`src/rtl/fetch_unit_if.sv`:
```
// Fetch-stage bus: control inputs, instruction-memory port and IF/ID outputs.
// master = fetch_unit side, slave = pipeline/memory side.
interface fetch_unit_if #(
   parameter int PC_W   = 4,
   parameter int INST_W = 16
);
   logic              stall;
   logic              redirect;
   logic [PC_W-1:0]   redirect_pc;
   logic [PC_W-1:0]   imem_addr;
   logic [INST_W-1:0] imem_data;
   logic [PC_W-1:0]   pcadd4;
   logic [INST_W-1:0] inst;
   logic              fetch_valid;
   logic              halted;
   logic [15:0]       inst_count;
   logic [1:0]        fsm_state;

   // fetch_valid qualifies inst for one cycle; stall holds the same inst
   // valid on the next cycle; redirect squashes the current inst.
   modport master (
      input  stall, redirect, redirect_pc, imem_data,
      output imem_addr, pcadd4, inst, fetch_valid, halted, inst_count, fsm_state
   );

   modport slave (
      output stall, redirect, redirect_pc, imem_data,
      input  imem_addr, pcadd4, inst, fetch_valid, halted, inst_count, fsm_state
   );
endinterface

```
`src/rtl/fetch_unit.sv`:
```
// Instruction fetch stage: owns the PC, applies stall/redirect, stops after HALT.
// Optional delivered-instruction counter enabled by macro FETCH_INST_CNT_EN.
module fetch_unit #(
   parameter int              PC_W     = 4,
   parameter int              INST_W   = 16,
   parameter int              PC_INC   = 1,
   parameter int              RESET_PC = 0,
   parameter logic [3:0]      HALT_OP  = 4'hF,
   parameter logic [INST_W-1:0] NOP_INST = '0
) (
   input logic             clk,
   input logic             rst_n,
   fetch_unit_if.master    bus
);
   typedef enum logic [1:0] {
      BOOT   = 2'd0,
      RUN    = 2'd1,
      HALTED = 2'd2
   } state_t;

   localparam logic [PC_W-1:0] INC   = PC_W'(PC_INC);
   localparam logic [PC_W-1:0] RST_PC = PC_W'(RESET_PC);

   state_t          state, state_next;
   logic [PC_W-1:0] pc, pc_next;
   logic            valid;
   logic            is_halt;

   assign is_halt = (bus.imem_data[INST_W-1 -: 4] == HALT_OP);

   always_ff @(posedge clk or negedge rst_n) begin
      if (!rst_n) begin
         state <= BOOT;
         pc    <= RST_PC;
      end else begin
         state <= state_next;
         pc    <= pc_next;
      end
   end

   always_comb begin
      state_next = state;
      pc_next    = pc;
      valid      = 1'b0;
      case (state)
         BOOT: begin
            state_next = RUN;
            if (bus.redirect) pc_next = bus.redirect_pc;
         end
         RUN: begin
            // redirect outranks stall: the fetched word is wrong-path
            if (bus.redirect) begin
               pc_next = bus.redirect_pc;
            end else if (bus.stall) begin
               valid = 1'b1;
            end else if (is_halt) begin
               valid      = 1'b1;
               pc_next    = pc + INC;
               state_next = HALTED;
            end else begin
               valid   = 1'b1;
               pc_next = pc + INC;
            end
         end
         HALTED: begin
            if (bus.redirect) begin
               pc_next    = bus.redirect_pc;
               state_next = RUN;
            end
         end
         default: state_next = BOOT;
      endcase
   end

   assign bus.imem_addr   = pc;
   assign bus.pcadd4      = pc + INC;
   assign bus.fetch_valid = valid;
   assign bus.inst        = valid ? bus.imem_data : NOP_INST;
   assign bus.halted      = (state == HALTED);
   assign bus.fsm_state   = state;

`ifdef FETCH_INST_CNT_EN
   logic [15:0] cnt;
   logic        handed;

   assign handed = valid && !bus.stall && !bus.redirect;

   always_ff @(posedge clk or negedge rst_n) begin
      if (!rst_n)                        cnt <= 16'h0000;
      else if (handed && cnt != 16'hFFFF) cnt <= cnt + 16'h0001;
   end

   assign bus.inst_count = cnt;
`else
   assign bus.inst_count = 16'h0000;
`endif
endmodule

```
`src/flat_wrapper.sv`:
```
// flat-port wrapper written by rule: the top's interface ports become plain ports
module fetch_unit_flat 
#(
   parameter int              PC_W     = 4,
   parameter int              INST_W   = 16,
   parameter int              PC_INC   = 1,
   parameter int              RESET_PC = 0,
   parameter logic [3:0]      HALT_OP  = 4'hF,
   parameter logic [INST_W-1:0] NOP_INST = '0
)
  (clk, rst_n, bus_stall, bus_redirect, bus_redirect_pc, bus_imem_data, bus_imem_addr, bus_pcadd4, bus_inst, bus_fetch_valid, bus_halted, bus_inst_count, bus_fsm_state);
  fetch_unit_if #(.PC_W(PC_W), .INST_W(INST_W)) bus_i ();
  input logic clk;
  input logic rst_n;
  input wire logic [$bits(bus_i.stall)-1:0] bus_stall;
  input wire logic [$bits(bus_i.redirect)-1:0] bus_redirect;
  input wire logic [$bits(bus_i.redirect_pc)-1:0] bus_redirect_pc;
  input wire logic [$bits(bus_i.imem_data)-1:0] bus_imem_data;
  output wire logic [$bits(bus_i.imem_addr)-1:0] bus_imem_addr;
  output wire logic [$bits(bus_i.pcadd4)-1:0] bus_pcadd4;
  output wire logic [$bits(bus_i.inst)-1:0] bus_inst;
  output wire logic [$bits(bus_i.fetch_valid)-1:0] bus_fetch_valid;
  output wire logic [$bits(bus_i.halted)-1:0] bus_halted;
  output wire logic [$bits(bus_i.inst_count)-1:0] bus_inst_count;
  output wire logic [$bits(bus_i.fsm_state)-1:0] bus_fsm_state;
  assign bus_i.stall = bus_stall;
  assign bus_i.redirect = bus_redirect;
  assign bus_i.redirect_pc = bus_redirect_pc;
  assign bus_i.imem_data = bus_imem_data;
  assign bus_imem_addr = bus_i.imem_addr;
  assign bus_pcadd4 = bus_i.pcadd4;
  assign bus_inst = bus_i.inst;
  assign bus_fetch_valid = bus_i.fetch_valid;
  assign bus_halted = bus_i.halted;
  assign bus_inst_count = bus_i.inst_count;
  assign bus_fsm_state = bus_i.fsm_state;
  fetch_unit #(.PC_W(PC_W), .INST_W(INST_W), .PC_INC(PC_INC), .RESET_PC(RESET_PC), .HALT_OP(HALT_OP), .NOP_INST(NOP_INST)) u_core (.clk(clk), .rst_n(rst_n), .bus(bus_i));
endmodule
```
`config.mk`:
```
export PLATFORM = sky130hd
export DESIGN_NAME = fetch_unit_flat
export DESIGN_NICKNAME = d
export VERILOG_FILES = /design/src/rtl/fetch_unit_if.sv /design/src/rtl/fetch_unit.sv /design/src/flat_wrapper.sv
export SDC_FILE = /design/constraint.sdc
export NUM_CORES = 1
export LEC_CHECK = 0
export ABC_AREA = 1
export BUFFER_PORTS_ARGS = -buffer_cell sky130_fd_sc_hd__clkbuf_2
export CORE_ASPECT_RATIO = 0.9
export CORE_UTILIZATION = 35
export DETAILED_ROUTE_END_ITERATION = 6
export GPL_TIMING_DRIVEN = 0
export PLACE_DENSITY_LB_ADDON = 0.2
export SLEW_MARGIN = 30
export SYNTH_ARGS = -nofsm -noshare
export SYNTH_HDL_FRONTEND = slang
export SYNTH_SLANG_ARGS = --single-unit
```
`constraint.sdc`:
```
create_clock -name clk -period 1.4 [get_ports clk]
set_input_delay 0.07 -clock clk [delete_from_list [all_inputs] [get_ports clk]]
set_output_delay 0.07 -clock clk [all_outputs]
set_load 0.02 [all_outputs]
```
==> out/qor.txt <==
Layout cell share with drive strength beyond 1: 0.432
Max clock buf depth: 2
Clk sinks: 6
Register bit total from synthesis: 6
I/O pin count: 68
Number of max-cap violations: 0
Hold Path Class: input port to flip-flop
Max VDD drop: 636 uV
Crit path DAT: 1.25 ns
Multi-input logic area: 365 um^2
Hpwl dp: 1450 um
N_diodes: 0
Vias per cell: 3.90
Skew final: 0.0000490 ns
Worst-path clk slew: 0.04 ns
Fillers: 184
Site Rows: 14
Max Clk Rate: 757 MHz
CP required: 1.33 ns
Minimum clock period: 1.32 ns
GR Layer Usage met3: 0.0526
H-tree levels: 1
Setup crit end kind: output port
Final slew viol count: 0
Layer with the highest usage: met2
Max FO, Critical Path: 10
Post-Route WL: 1750 um
Clock root buffer: clkbuf_4
Post-route ant nets: 0
Initial core utilization: 0.391
Drt pass-1 iters: 3
Util after Layout: 0.624
Starting DRT DRC Count: 2
Initial antenna violation count: 0
Drt wl/cell: 8.20 um
Met2 global-route usage: 0.297
Non-Filler Cell Area, Final: 1090 um^2
Period utilisation layout: 0.944
Synth Cell Area: 684 um^2
Area of the core: 1750 um^2
Largest net degree at the start of global routing: 11
Register area share after synthesis: 0.219
DRC violations left: 0
Die X: 48.6 um
Clk Latency, worst-skew pair: 0.23 ns
Grt ovf: 0
Storage cell area: 153 um^2
Fin nets: 217
Netlist cell types: 17
Vias in the first global route: 678
Full die area: 2140 um^2
Leak: 0.763 nW
Crit start category: flip-flop
Final setup margin: 0.0784 ns
Post-route insts no fill: 214
Crit path kind: flip-flop to output port
Routability cong.: 0.814
Syn Inst Count: 117
Ys Warns: 0
RSZ-0062 raised after global routing: yes
Post-DP Area: 1030 um^2
Overall power: 810 uW
Most frequent cells in the layout: 43 x clkbuf_2, 29 x nand2_1, 23 x inv_1, 23 x buf_4, 22 x nor2_1
Most common cell after layout, fill and taps aside: clkbuf_2
Synth-to-Final Area Change: 59.8%
Vias: 834
Dpl cells: 207
Pwr Density: 740 nW/um^2
Port Buffers: 51
Synth Area per Inst: 5.85 um^2
Setup violators final: 0
Status: completed
Num CTS Buffers: 3
Final-report hold violation count: 0
CTS tree: built
Pre-CTS setup slack: 0.214 ns
Chip height: 44.0 um
M1 GR Usage: 0.171
First-pass GRT wire length: 2660 um
Tot GR Track Use: 0.161
## cell families (layout without fill, tap and decap cells)
logic type                 after synthesis  count (layout)  synth area share
and+or+nand+nor                         64              64             0.406
buffers and inverters                   42             100             0.329
DFF                                      6               6             0.219
AOI/OAI and AO/OA                        3               3            0.0219
adders and majority gates                1               1            0.0183
other                                    1              16           0.00548
## cell usage after synthesis (all sizes together)
cell type,count,area (um^2)
nand2,30,120
ha,1,12.5
nor3,2,10.0
or2,1,6.26
buf,17,131
dfrtp,6,150
nand4,1,6.26
nand3,6,30.0
conb,1,3.75
inv,25,93.8
o21ai,2,10.0
a21oi,1,5.00
nor2,24,105
## final cells by class
cell class / count / area share
Sequential cell: 6 / 0.140
Multi-Input combinational cell: 84 / 0.334
Clock buffer: 3 / 0.0206
Timing Repair Buffer: 55 / 0.272
Tap cell: 24 / 0.0275
Inverter: 25 / 0.0858
Buffer: 17 / 0.120
## through the flow
stage / hold WS (ns) / TNS [ns]
finish: 0.130 / 0
global route: 0.173 / -0.0738
CTS: 0.125 / 0
detailed placement: -0.104 / 0
global placement: -0.105 / 0
floorplan: -0.226 / 0
## report_power, final
group	internal [mW]	total, mW	switching (mW)
Sequential	0.195	0.225	0.0299
Combinational	0.164	0.436	0.272
Clock	0.0963	0.149	0.0523
## sequential cells by signal (all words and copies together), names as in the netlist
signal,cells
u_core.bus.imem_addr,4
u_core.bus.fsm_state,2
## final timing paths
kind / startpoint / end / slack [ns] / cells after the start
min in group asynchronous: rst_n / u_core.bus.imem_addr[3] / 0.21 / 2
worst max-delay path: u_core.bus.fsm_state[0] / bus_inst[1] / 0.08 / 6
max in group asynchronous: rst_n / u_core.bus.fsm_state[1] / 1.03 / 2
worst min-delay path: bus_stall / u_core.bus.fsm_state[1] / 0.13 / 4
worst min register to register: u_core.bus.imem_addr[3] / u_core.bus.imem_addr[3] / 0.53 / 2
worst max register to register: u_core.bus.fsm_state[0] / u_core.bus.imem_addr[2] / 0.13 / 6
## layer usage
metal	part of all wire	routed length [um]	vias up
li1	-	-	457
met1	0.39	684	342
met2	0.52	918	35
met3	0.086	151	0
met4	0	0	0
met5	0	0	-
## repair_timing
| item | 4_1_cts | 5_1_grt |
|---|---|---|
| hold endpoints to repair | 6 | 0 |
| endpoints found under the setup margin | 10 | 10 |
| hold buffers | 1 | 0 |
| resized for setup | 1 | 13 |
| buffers inserted | 0 | 3 |
## critical path: stages (launching register included)
cell and delay, ns:
dfrtp_2 0.39, nand2_4 0.08, nor2_4 0.09, inv_2 0.07, buf_6 0.14, nor2_1 0.08, clkbuf_2 0.17
No activity file was read; power rests on OpenSTA's default activity.
